[src/rtl/sevenseg_capture.sv]
// ---------------------------------------------------------------------------
// sevenseg_capture
//
// Watches a multiplexed 4-digit seven-segment display bus and reconstructs
// the displayed frame. Each (anot, seg) pair must hold still for STABLE_CYC
// clock cycles before it is treated as a real digit. Digits are collected in
// slot order (slot0..slot3). A complete frame is offered on a valid/ready
// handshake.
//
// Optional feature macro: SEVENSEG_SCORE_DECODE_EN
//   When defined, a frame shaped "B x C y" (x, y <= 4) is flagged through
//   score_mode, with x on bulls and y on cows. When undefined, those outputs
//   are tied to zero.
//
// Ports
//   clk          : rising-edge clock
//   reset        : asynchronous reset, active low (0 = in reset)
//   anot[3:0]    : anode bus, active-low one-hot (0111 = slot0 ... 1110 = slot3)
//   seg[6:0]     : cathode bus, active low, bit6 = A ... bit0 = G
//   frame_data   : captured frame, slot0 in [15:12] ... slot3 in [3:0]
//   frame_valid  : frame_data holds an unaccepted frame
//   frame_ready  : consumer accepts the frame when frame_valid is also 1
//   seg_err      : sticky, an undecodable stable segment pattern was seen
//   overrun      : sticky, a frame completed while the previous one was pending
//   err_clr      : synchronous clear of seg_err and overrun (a new set wins)
//   score_mode   : frame has the "B x C y" score layout
//   bulls, cows  : x and y of a score frame, otherwise 0
// ---------------------------------------------------------------------------
module sevenseg_capture #(
    parameter int STABLE_CYC = 4
) (
    input  logic        clk,
    input  logic        reset,
    input  logic [3:0]  anot,
    input  logic [6:0]  seg,
    output logic [15:0] frame_data,
    output logic        frame_valid,
    input  logic        frame_ready,
    output logic        seg_err,
    output logic        overrun,
    input  logic        err_clr,
    output logic        score_mode,
    output logic [2:0]  bulls,
    output logic [2:0]  cows
);

    typedef enum logic [1:0] {
        SYNC    = 2'd0,
        COLLECT = 2'd1,
        FULL    = 2'd2
    } state_t;

    state_t      state_q, state_d;
    logic [1:0]  idx_q, idx_d;
    logic [15:0] codes_q, codes_d;
    logic [10:0] pair_q;
    logic [7:0]  cnt_q;

    logic [10:0] pair_in;
    logic        strobe;
    logic        slot_ok;
    logic [1:0]  slot;
    logic        code_ok;
    logic [3:0]  code;
    logic        err_evt;
    logic        load_frame;
    logic        overrun_evt;

    assign pair_in = {anot, seg};

    // The strobe fires on the single cycle where the counter steps onto
    // STABLE_CYC; once saturated it cannot fire again until the pair changes.
    assign strobe = (pair_in == pair_q) && (cnt_q == 8'(STABLE_CYC - 1));

    // Stability tracker: remembers the last pair and how long it has held.
    always_ff @(posedge clk or negedge reset) begin
        if (!reset) begin
            pair_q <= 11'h7FF;
            cnt_q  <= 8'd0;
        end else if (pair_in != pair_q) begin
            pair_q <= pair_in;
            cnt_q  <= 8'd1;
        end else if (cnt_q != 8'(STABLE_CYC)) begin
            cnt_q  <= cnt_q + 8'd1;
        end
    end

    // Anode decode: only a single low bit names a slot.
    always_comb begin
        slot_ok = 1'b1;
        slot    = 2'd0;
        case (anot)
            4'b0111: slot = 2'd0;
            4'b1011: slot = 2'd1;
            4'b1101: slot = 2'd2;
            4'b1110: slot = 2'd3;
            default: slot_ok = 1'b0;
        endcase
    end

    // Segment decode to a hex code; anything not in the table is an error.
    always_comb begin
        code_ok = 1'b1;
        code    = 4'h0;
        case (seg)
            7'b0000001: code = 4'h0;
            7'b1001111: code = 4'h1;
            7'b0010010: code = 4'h2;
            7'b0000110: code = 4'h3;
            7'b1001100: code = 4'h4;
            7'b0100100: code = 4'h5;
            7'b0100000: code = 4'h6;
            7'b0001111: code = 4'h7;
            7'b0000000: code = 4'h8;
            7'b0000100: code = 4'h9;
            7'b0001000: code = 4'hA;
            7'b1100000: code = 4'hB;
            7'b0110001: code = 4'hC;
            7'b1000010: code = 4'hD;
            7'b0110000: code = 4'hE;
            7'b0111000: code = 4'hF;
            default:    code_ok = 1'b0;
        endcase
    end

    // Frame assembly state register.
    always_ff @(posedge clk or negedge reset) begin
        if (!reset) begin
            state_q <= SYNC;
            idx_q   <= 2'd0;
            codes_q <= 16'h0000;
        end else begin
            state_q <= state_d;
            idx_q   <= idx_d;
            codes_q <= codes_d;
        end
    end

    // Next-state logic. Strobes on a non-slot anode pattern are dropped
    // without touching state. A wrong-order slot0 restarts the frame
    // immediately so a display that skipped a digit resynchronises fast.
    // Slot fields are addressed with {~slot, 2'b00}, which is (3 - slot) * 4.
    always_comb begin
        state_d    = state_q;
        idx_d      = idx_q;
        codes_d    = codes_q;
        err_evt    = 1'b0;
        load_frame = (state_q == FULL);

        if (state_q == FULL) begin
            state_d = SYNC;
            idx_d   = 2'd0;
        end else if (strobe && slot_ok) begin
            if (!code_ok) begin
                err_evt = 1'b1;
                state_d = SYNC;
                idx_d   = 2'd0;
            end else if (state_q == SYNC) begin
                if (slot == 2'd0) begin
                    codes_d[15:12] = code;
                    idx_d          = 2'd1;
                    state_d        = COLLECT;
                end
            end else if (slot == idx_q) begin
                codes_d[{~slot, 2'b00} +: 4] = code;
                idx_d                        = idx_q + 2'd1;
                if (idx_q == 2'd3) begin
                    state_d = FULL;
                end
            end else if (slot == 2'd0) begin
                codes_d[15:12] = code;
                idx_d          = 2'd1;
            end else begin
                state_d = SYNC;
                idx_d   = 2'd0;
            end
        end
    end

    assign overrun_evt = load_frame && frame_valid && !frame_ready;

    // Output frame register with valid/ready handshake. A fresh frame always
    // overwrites, even one that has not been accepted yet.
    always_ff @(posedge clk or negedge reset) begin
        if (!reset) begin
            frame_data  <= 16'h0000;
            frame_valid <= 1'b0;
        end else if (load_frame) begin
            frame_data  <= codes_q;
            frame_valid <= 1'b1;
        end else if (frame_valid && frame_ready) begin
            frame_valid <= 1'b0;
        end
    end

    // Sticky error flags; a set in the same cycle as err_clr takes priority.
    always_ff @(posedge clk or negedge reset) begin
        if (!reset) begin
            seg_err <= 1'b0;
            overrun <= 1'b0;
        end else begin
            seg_err <= err_evt     | (seg_err & ~err_clr);
            overrun <= overrun_evt | (overrun & ~err_clr);
        end
    end

`ifdef SEVENSEG_SCORE_DECODE_EN
    logic is_score;

    assign is_score = (codes_q[15:12] == 4'hB) && (codes_q[7:4] == 4'hC) &&
                      (codes_q[11:8] <= 4'd4) && (codes_q[3:0] <= 4'd4);

    // Score fields are updated together with frame_data so they always
    // describe the frame currently on offer.
    always_ff @(posedge clk or negedge reset) begin
        if (!reset) begin
            score_mode <= 1'b0;
            bulls      <= 3'd0;
            cows       <= 3'd0;
        end else if (load_frame) begin
            score_mode <= is_score;
            bulls      <= is_score ? codes_q[10:8] : 3'd0;
            cows       <= is_score ? codes_q[2:0]  : 3'd0;
        end
    end
`else
    assign score_mode = 1'b0;
    assign bulls      = 3'd0;
    assign cows       = 3'd0;
`endif

endmodule

[config.mk]
export PLATFORM = sky130hd
export DESIGN_NAME = sevenseg_capture
export DESIGN_NICKNAME = d
export VERILOG_FILES = /design/src/rtl/sevenseg_capture.sv
export SDC_FILE = /design/constraint.sdc
export NUM_CORES = 1
export LEC_CHECK = 0
export BUFFER_PORTS_ARGS = -buffer_cell sky130_fd_sc_hd__clkbuf_2
export CAP_MARGIN = 20
export CORE_MARGIN = 1
export CORE_UTILIZATION = 54
export CTS_BUF_LIST = sky130_fd_sc_hd__clkbuf_4 sky130_fd_sc_hd__clkbuf_8
export CTS_CLUSTER_DIAMETER = 40
export DETAILED_ROUTE_END_ITERATION = 6
export PLACE_DENSITY = 0.84
export SYNTH_ARGS = -nofsm -noshare
export SYNTH_HDL_FRONTEND = slang
export SYNTH_SLANG_ARGS = --single-unit
export TNS_END_PERCENT = 30
[constraint.sdc]
create_clock -name clk -period 2.15 [get_ports clk]
set_clock_uncertainty 0.2 [all_clocks]
set_input_delay 0.215 -clock clk [delete_from_list [all_inputs] [get_ports clk]]
set_output_delay 0.215 -clock clk [all_outputs]
set_load 0.02 [all_outputs]
==> results of run 1 <==
[layer usage]
layer	wire length, um	share of wire, %	global-route usage (%)	vias to the layer above
met5	0	0	0	-
met4	245	3.0	13.57	0
met3	330	4.0	4.886	24
met2	4131	51	46.58	91
met1	3445	42	34.50	1400
li1	-	-	-	1400
[worst max-delay path, cell delays in order, from the launching register on]
cell	delay, ps
dfrtp_1	380
or4_4	550
nor2_4	160
nand3b_1	210
nor3_1	300
o2111ai_2	220
o2bb2ai_1	180
[cells by family (layout without fill, tap and decap cells)]
logic type / count (synthesis) / in the layout / share of synthesized area (%)
xor gates and xnor gates: 22 / 22 / 5.833
muxes: 13 / 13 / 4.394
other: 1 / 7 / 0.1135
adders and majority gates: 8 / 8 / 3.030
and+or+nand+nor: 156 / 156 / 23.33
buffers and inverters: 50 / 137 / 7.538
AOI/OAI and AO/OA: 49 / 49 / 11.40
DFF: 58 / 58 / 44.36
[state kept, by name, summed over array words and instances, names as in the netlist]
| signal | flops |
|---|---|
| idx_q | 2 |
| pair_q | 11 |
| frame_data | 16 |
| cnt_q | 8 |
| overrun | 1 |
| codes_q | 16 |
| state_q | 2 |
| seg_err | 1 |
| frame_valid | 1 |
[stage by stage]
| step | TNS, ps | hold slack (ps) |
|---|---|---|
| after floorplan | -893.8 | -280.6 |
| after global placement | -3383 | 181.2 |
| after detailed placement | -4456 | 183.5 |
| after CTS | -1806 | 18.71 |
| after global routing | -3856 | 42.07 |
| final | -2458 | 33.91 |
[power by group through the flow]
stage	clock (mW)	combinational, mW	sequential (mW)
global placement	0	0.293	1.14
finish	1.14	0.337	1.12
floorplan	0	0.186	1.14
CTS	1.15	0.320	1.12
detailed placement	0	0.300	1.14
global route	1.20	0.369	1.12
[layout make-up]
cell class	instances	area, um^2	share of cell area, %
Sequential cell	58	1465	33.60
Multi-Input combinational cell	255	1759	40.34
Clock inverter	7	101.3	2.324
Tap cell	75	93.84	2.152
Clock buffer	9	123.9	2.841
Inverter	11	41.29	0.9469
Timing Repair Buffer	110	775.7	17.79
[placed cells by master, fill, tap and decap left out, types with 3 or more instances in the layout]
cell type and count:
nor3_1 11, nand3b_1 4, buf_4 65, clkbuf_8 9, dfrtp_1 47, dfstp_2 11, nand2b_1 4, o21ai_0 4
o22ai_1 3, nand4_1 4, nor4b_1 4, clkbuf_2 33, and3_1 3, xor2_1 17, nand3_4 3, mux2_4 10
a21oi_1 9, nor2_1 26, nor3b_1 4, o2bb2ai_1 6, inv_1 10, nand3_1 10, xnor2_1 5, dlygate4sd3_1 10
conb_1 7, ha_1 8, nand2_1 63
[timing repair]
action,in CTS,in global routing
setup endpoints to repair,21,21
resized for setup,19,8
hold buffers,10,0
pin swaps,9,1
setup buffers,4,1
hold endpoints to repair,57,0
[worst max-delay path by stage]
stage	end	slack [ps]	cells after the start
finish	codes_q[14]$_DFFE_PN0P_	-180	6
global route	codes_q[8]$_DFFE_PN0P_	-230	7
CTS	codes_q[5]$_DFFE_PN0P_	-120	7
detailed placement	codes_q[6]$_DFFE_PN0P_	-270	7
global placement	codes_q[6]$_DFFE_PN0P_	-210	7
floorplan	codes_q[0]$_DFFE_PN0P_	-60	8
==> impl_metrics.tcl, run 1 <==
set metrics [dict create \
    layout.nets 468 \
    synth_commonest_cells "nand2_1, dfrtp_1, nor2_1" \
    grt_usage_pct 27.80 \
    wirelength_um 8152 \
    rrSetupSlack_ps -180 \
    drc 0 \
    grt_max_degree 59 \
    num_vias 2915 \
    clkPwrFrac_pct 43.8 \
    clockBufferDepth 2 \
    holdPathEnd "pair_q[4]$_DFFE_PN1N_" \
    p_switching_mw 0.6780 \
    cts_made_buffers 9 \
    stdcell_area_mm2 0.004360 \
    drv_slew 0 \
    violations "negative setup slack" \
    r2r_start "cnt_q[4]$_DFFE_PN0P_" \
    ios 41 \
    grt-ovfl-total 0 \
    fp.dieArea_mm2 0.006434 \
    ys_seq_area_share_pct 44.36 \
    grt_pass1_vias 2842 \
    slew-limit-headroom_pct 52.64 \
    place_area_mm2 0.003867 \
    cap_violations 0 \
    cts.sinks 58 \
    final_core_util_pct 73.65 \
    h-tree-depth 3 \
    yosys_register_bits 58 \
    min_period_ps 2328 \
    drtPass1Iterations 4 \
    core_mm2 0.005921 \
    holdCritPathClass "in -> reg" \
    synth_cell_type_count 58 \
    p_int_mw 1.914 \
    antenna_left 0 \
    pre_cts_slack_ps -271.5 \
    port_buffers 33 \
    grt_pass1_wl_um 13390 \
    wl_per_cell_um 15.53 \
    worstSetupStartpointType "flip-flop" \
    seq_power_share_pct 43.2 \
    netlist_top_cells_area "dfrtp_1, dfstp_2, nand2_1" \
    worstRegToRegCells 6 \
    startpoint "cnt_q[4]$_DFFE_PN0P_" \
    fmax_ghz 0.4296 \
    setup_viol 17 \
    fin_ws_ps -178.0 \
    synthArstFlopShare_pct 100.0 \
    place.gp.congestion 0.9804 \
    synth_edf_count 0 \
    drive_above_1_share_pct 34.89 \
    tightest_slew_ps 710.4 \
    cts_tree "built" \
    cp.arrival_ps 2340 \
    finalHoldViolations 0 \
    worstSetupPathType "reg -> reg" \
    total_power_mw 2.592 \
    crit_path_end_kind "flip-flop" \
    placed_cells 494 \
    drt-initial-drc-count 218 \
    rows 28 \
    comb_power_share_pct 13.0 \
    status "complete, but fails checks" \
    root_buffer "clkbuf_8" \
    swShare_pct 26.16 \
    clk-insertion-delay-late_ps 350 \
    yosys.cell_count.top_type "nand2_1" \
    die_w_um 80.21 \
    path_max_fanout 4 \
    p_leak_nw 2.108 \
    worstPathRequired_ps 2170 \
    ys.warnings.count 0 \
    peakVddDrop_v 0.0005836 \
    antenna_found_initial 0 \
    layout-area-overhead-vs-synth_pct 32.01 \
    fillers 397 \
    reg2reg_to "codes_q[14]$_DFFE_PN0P_" \
    hold_start "seg[4]" \
    vias_per_cell 5.552 \
    netlist_instances 357 \
    die_h_um 80.21 \
    cts.reportedPaths.clkPinSlew_ps 70 \
    rsz0062_at_grt "true" \
    start_util_pct 55.79 \
    synth_top_flop_cell "dfrtp_1" \
    hold_path_depth 2 \
    powerDensity_mw_per_mm2 594.4 \
    dp_hpwl_um 5319 \
    syn_avg_cell_area_um2 9.253 \
    yosys.area.top_type_share_pct 35.61 \
    finalCritPeriodShare_pct 108.3 \
    diodes 0 \
    final_cell_count_no_fill 525 \
    synth_largest_area_cell "dfrtp_1" \
    synthesis.area_mm2 0.003303 \
]
(Power assumes the default switching activity.)
==> run 2: changes to the inputs <==
Settings changed: GPL_TIMING_DRIVEN from default to 0, PLACE_DENSITY 0.84 to 0.85.
==> run 2 against run 1 <==
Compared with the run above: the flow still finishes with violations (negative setup slack); via count decreased by 4.0%; global-route usage fell by 1.8 points; worst setup slack improved by 56 ps; clock power up 11%; sequential power about the same; cell count shrank 5.1%; sequential share of layout area grew 1.9 points; critical endpoint is now codes_q[12]$_DFFE_PN0P_; highest routed layer unchanged.
==> impl_metrics.tcl, run 2 (synthesis results as in run 1) <==
set metrics [dict create \
    dp_hpwl_um 5097 \
    worstSetupStartpointType "flip-flop" \
    hold_start "seg[4]" \
    num_vias 2797 \
    diodes 0 \
    fmax_ghz 0.4402 \
    grtUsageMet1_pct 34.30 \
    powerDensity_mw_per_mm2 646.9 \
    crit_path_end_kind "flip-flop" \
    worstPathRequired_ps 2160 \
    cp_top_family "simple AND/OR/NAND/NOR gates" \
    wirelength_um 7678 \
    grt_pass1_vias 2622 \
    tightest_slew_ps 836.0 \
    fp.dieArea_mm2 0.006434 \
    layout.nets 441 \
    start_util_pct 55.79 \
    reg.largest.list "codes_q: 16 flops, frame_data: 16 flops, pair_q: 11 flops" \
    peakVddDrop_v 0.0004283 \
    h-tree-depth 3 \
    grt.busiest_layer "met2" \
    cp_slowest_cell "or4_4" \
    grt-ovfl-total 0 \
    clockBufferDepth 2 \
    layout_commonest_cell "nand2_1" \
    drtPass1Iterations 7 \
    antenna_found_initial 0 \
    cap_violations 0 \
    violations "negative setup slack" \
    grt_max_degree 33 \
    slowest_delay_ps 560 \
    worstSetupPathType "reg -> reg" \
    grtUsageMet3_pct 5.795 \
    cts.reportedPaths.clkPinSlew_ps 70 \
    place.gp.congestion 0.9171 \
    finalCritPeriodShare_pct 105.7 \
    path_max_fanout 4 \
    die_h_um 80.21 \
    grt_usage_pct 26.02 \
    holdCritPathClass "in -> reg" \
    cts_tree "built" \
    core_mm2 0.005921 \
    layout_common_cells "nand2_1, dfrtp_1, clkbuf_2" \
    drt-initial-drc-count 199 \
    setup_viol 16 \
    min_period_ps 2272 \
    drc 0 \
    clk-insertion-delay-late_ps 350 \
    cts_made_buffers 9 \
    pre_cts_slack_ps -457.1 \
    slew-limit-headroom_pct 44.26 \
    drv_slew 0 \
    holdWs_ps 38.07 \
    antenna_left 0 \
    finalHoldViolations 0 \
    met2_usage_pct 41.11 \
    cp.arrival_ps 2280 \
    final_core_util_pct 69.74 \
    cp_cell_sequence "or4_4 > nor2_4 > nand3b_1 > nor3_2 > o2111ai_2 > o2bb2ai_1" \
    wl_per_cell_um 15.42 \
    crit_buf_inv 0 \
    fin_ws_ps -121.7 \
    status "complete, but fails checks" \
    cts.sinks 58 \
    grt_pass1_wl_um 12560 \
    startpoint "cnt_q[5]$_DFFE_PN0P_" \
    rows 28 \
    root_buffer "clkbuf_8" \
    layout-area-overhead-vs-synth_pct 25.00 \
    die_w_um 80.21 \
    r2r_start "cnt_q[5]$_DFFE_PN0P_" \
    rsz0062_at_grt "true" \
    ios 41 \
    port_buffers 26 \
    p_leak_nw 1.925 \
    vias_per_cell 5.616 \
    drive_above_1_share_pct 27.66 \
]
-- run 2: cell types whose count changed in the layout (fill, tap and decap cells not counted), moves of 3 or more --
| cell | delta |
|---|---|
| buf_2 | +9 |
| clkbuf_2 | -6 |
| mux2_1 | +3 |
| dlygate4sd3_1 | -3 |
| clkbuf_1 | +16 |
| mux2_4 | -3 |
| buf_4 | -49 |
-- run 2: layout make-up --
type / instances / area (um^2)
fillers: 438 / 1792
clock buffers: 11 / 138.9
clock inverters: 5 / 102.6
well taps: 75 / 93.84
repair buffers: 44 / 307.8
inverters: 11 / 41.29
flip-flops and latches: 58 / 1466
plain buffers: 39 / 215.2
multi-input cells: 255 / 1763
-- run 2: path summary, 6_finish.rpt --
path,endpoint,slack [ps],cells after the start
setup / recovery,codes_q[12]$_DFFE_PN0P_,-120,6
hold / removal,pair_q[4]$_DFFE_PN1N_,40,3
setup reg to reg,codes_q[12]$_DFFE_PN0P_,-120,6
hold reg to reg,frame_data[8]$_DFFE_PN0P_,270,2
max in group asynchronous,pair_q[8]$_DFFE_PN1N_,750,3
min in group asynchronous,frame_data[1]$_DFFE_PN0P_,310,2
-- run 2: routing by layer --
| layer | share of wire, % | wire, um |
|---|---|---|
| met3 | 4.8 | 368 |
| met2 | 50 | 3827 |
| met5 | 0 | 0 |
| met4 | 1.8 | 139 |
| met1 | 44 | 3342 |
-- run 2: power breakdown --
group | leakage, nW | internal, mW | switching [mW]
Combinational | 1.04 | 0.110 | 0.188
Clock | 0.120 | 0.794 | 0.462
Sequential | 0.766 | 1.11 | 0.00573
-- run 2: repair_timing --
action | in CTS | in global routing
hold buffers | 7 | 0
buffers inserted | 6 | 3
endpoints found under the setup margin | 20 | 33
hold endpoints to repair | 29 | 0
pin swaps | 7 | 6
resized for setup | 12 | 18
-- run 2: metrics by stage --
step	instances	setup TNS [ps]	total power [mW]	instance area [um^2]
floorplan	363	-893.8	1.322	3357
global placement	464	-7764	1.387	3581
detailed placement	466	-7546	1.398	3605
CTS	495	-1774	2.654	4014
global route	498	-3940	2.762	4129
finish	498	-1752	2.671	4129
-- run 2: worst reg2reg max path, stage by stage, from the launching register on --
cell	delay [ps]
dfrtp_1	380
or4_4	560
nor2_4	150
nand3b_1	230
nor3_2	250
o2111ai_2	200
o2bb2ai_1	170
==> run 3: changes to the inputs <==
Settings changed: CORE_UTILIZATION 54 to 52, CTS_BUF_LIST sky130_fd_sc_hd__clkbuf_4 sky130_fd_sc_hd__clkbuf_8 to default, PLACE_DENSITY 0.85 to 0.83.
==> run 3 against run 2 <==
Compared with the run above: the run still ends with negative setup slack left; clock power fell by 9%; total power fell by 4.0%; via count rose by 1.8%; highest routed layer unchanged; combinational power fell by 1%; non-clock buffer count rose by 5; critical path depth rose by 1.
==> impl_metrics.tcl, run 3 (synthesis results as in run 1) <==
set metrics [dict create \
    drive_above_1_share_pct 29.91 \
    p_leak_nw 1.952 \
    cts_tree "built" \
    num_vias 2848 \
    place.gp.congestion 0.8861 \
    port_buffers 26 \
    rrSetupSlack_ps -190 \
    cts.reportedPaths.clkPinSlew_ps 70 \
    grt-ovfl-total 0 \
    drv_slew 0 \
    total_power_mw 2.563 \
    rows 28 \
    setup_viol 19 \
    grt_max_degree 34 \
    grt_pass1_vias 2719 \
    wirelength_um 7732 \
    regArea_mm2 0.001468 \
    place_area_mm2 0.003605 \
    drc 0 \
    root_buffer "clkbuf_8" \
    stdcell_area_mm2 0.004160 \
    tightest_slew_ps 746.8 \
    fp.dieArea_mm2 0.006675 \
    worstSetupPathType "reg -> reg" \
    ios 41 \
    fin_ws_ps -193.4 \
    multi_input_area_mm2 0.001773 \
    holdPathEnd "pair_q[4]$_DFFE_PN1N_" \
    grt_usage_pct 24.89 \
    core_mm2 0.006026 \
    fillers 448 \
    slew-limit-headroom_pct 48.93 \
    die_h_um 81.70 \
    dp_hpwl_um 4871 \
    reg.largest.list "codes_q: 16 flops, frame_data: 16 flops, pair_q: 11 flops" \
    worstRegToRegCells 7 \
    path_max_fanout 4 \
    diodes 0 \
    crit_path_end_kind "flip-flop" \
    min_period_ps 2343 \
    antenna_left 0 \
    cp.arrival_ps 2350 \
    status "complete, but fails checks" \
    drt-initial-drc-count 274 \
    hold_start "seg[4]" \
    powerDensity_mw_per_mm2 616.0 \
    hold_path_depth 3 \
    grt_pass1_wl_um 12500 \
    finalCritPeriodShare_pct 109.0 \
    vias_per_cell 5.662 \
    clockBufferDepth 2 \
    h-tree-depth 3 \
    cts.sinks 58 \
    start_util_pct 54.82 \
    antenna_found_initial 0 \
    worstPathRequired_ps 2160 \
    layout.nets 446 \
    holdCritPathClass "in -> reg" \
    r2r_start "cnt_q[7]$_DFFE_PN0P_" \
    violations "negative setup slack" \
    clk-insertion-delay-late_ps 350 \
    drtPass1Iterations 5 \
    rsz0062_at_grt "true" \
    reg2reg_to "codes_q[12]$_DFFE_PN0P_" \
    worstSetupStartpointType "flip-flop" \
    wl_per_cell_um 15.37 \
    finalHoldViolations 0 \
    layout_common_cells "nand2_1, dfrtp_1, clkbuf_2" \
    fmax_ghz 0.4267 \
    peakVddDrop_v 0.0004856 \
    cts_made_buffers 9 \
    die_w_um 81.70 \
    cap_violations 0 \
    layout-area-overhead-vs-synth_pct 25.95 \
    layout_commonest_cell "nand2_1" \
]
run 3: cell types whose count changed in the layout (fill, tap and decap cells not counted), moves of 3 or more:
cell,change
buf_4,+4
clkinv_4,+3
mux2_1,-3
mux2_4,+3
run 3: layout make-up:
class                      count  area share (%)
buffer                        39           5.233
clock buffer                   9           2.977
clock inverter                 7           2.466
inverter                      11          0.9925
multi-input combinational    255           42.62
sequential                    58           35.28
tap                           75           2.256
timing repair buffer          49           8.180
run 3: critical path, cell delays in order, from the launching register on:
cell and delay, ps:
dfrtp_1 390, or4_4 550, nor2_4 150, buf_6 110, nand3b_1 150, nor3_2 230
o2111ai_2 230, o2bb2ai_1 190
run 3: metal layers:
metal,up-vias,GRT usage (%),part of all wire [%]
li1,1354,-,-
met1,1356,32.72,44
met2,117,39.92,48
met3,21,4.667,5.9
met4,0,11.05,2.1
met5,-,0,0
run 3: what timing repair did:
action	in CTS	in global routing
setup endpoints to repair	20	34
gates resized for setup	27	14
buffers inserted	10	4
hold buffers	7	0
hold endpoints to repair	22	0
pin swaps	11	9
run 3: worst max-delay path by stage:
stage                                     from  slack (ps)                      end
after global placement                  seg[3]        -570   codes_q[5]$_DFFE_PN0P_
after CTS                 cnt_q[5]$_DFFE_PN0P_        -130  codes_q[11]$_DFFE_PN0P_
after detailed placement                seg[1]        -480   codes_q[6]$_DFFE_PN0P_
after global routing      cnt_q[7]$_DFFE_PN0P_        -250  codes_q[12]$_DFFE_PN0P_
after floorplan                        anot[0]         -60   codes_q[0]$_DFFE_PN0P_
final                     cnt_q[7]$_DFFE_PN0P_        -190  codes_q[12]$_DFFE_PN0P_
run 3: report_power, final:
group          total [mW]  switching (mW)  internal (mW)
clock network        1.15           0.491          0.661
registers            1.12         0.00510           1.11
logic               0.293           0.186          0.107
run 3: stage by stage:
| stage | TNS (ps) | hold slack (ps) | setup slack [ps] | utilization [%] | cells |
|---|---|---|---|---|---|
| after floorplan | -893.8 | -280.6 | -63.06 | - | 363 |
| after global placement | -7842 | 228.5 | -567.1 | 59.43 | 464 |
| after detailed placement | -8295 | 85.43 | -479.3 | 59.82 | 466 |
| after CTS | -1797 | 35.53 | -130.3 | 67.90 | 499 |
| after global routing | -4009 | 68.71 | -249.3 | 69.04 | 503 |
| final | -2697 | 43.72 | -193.4 | 69.04 | 503 |
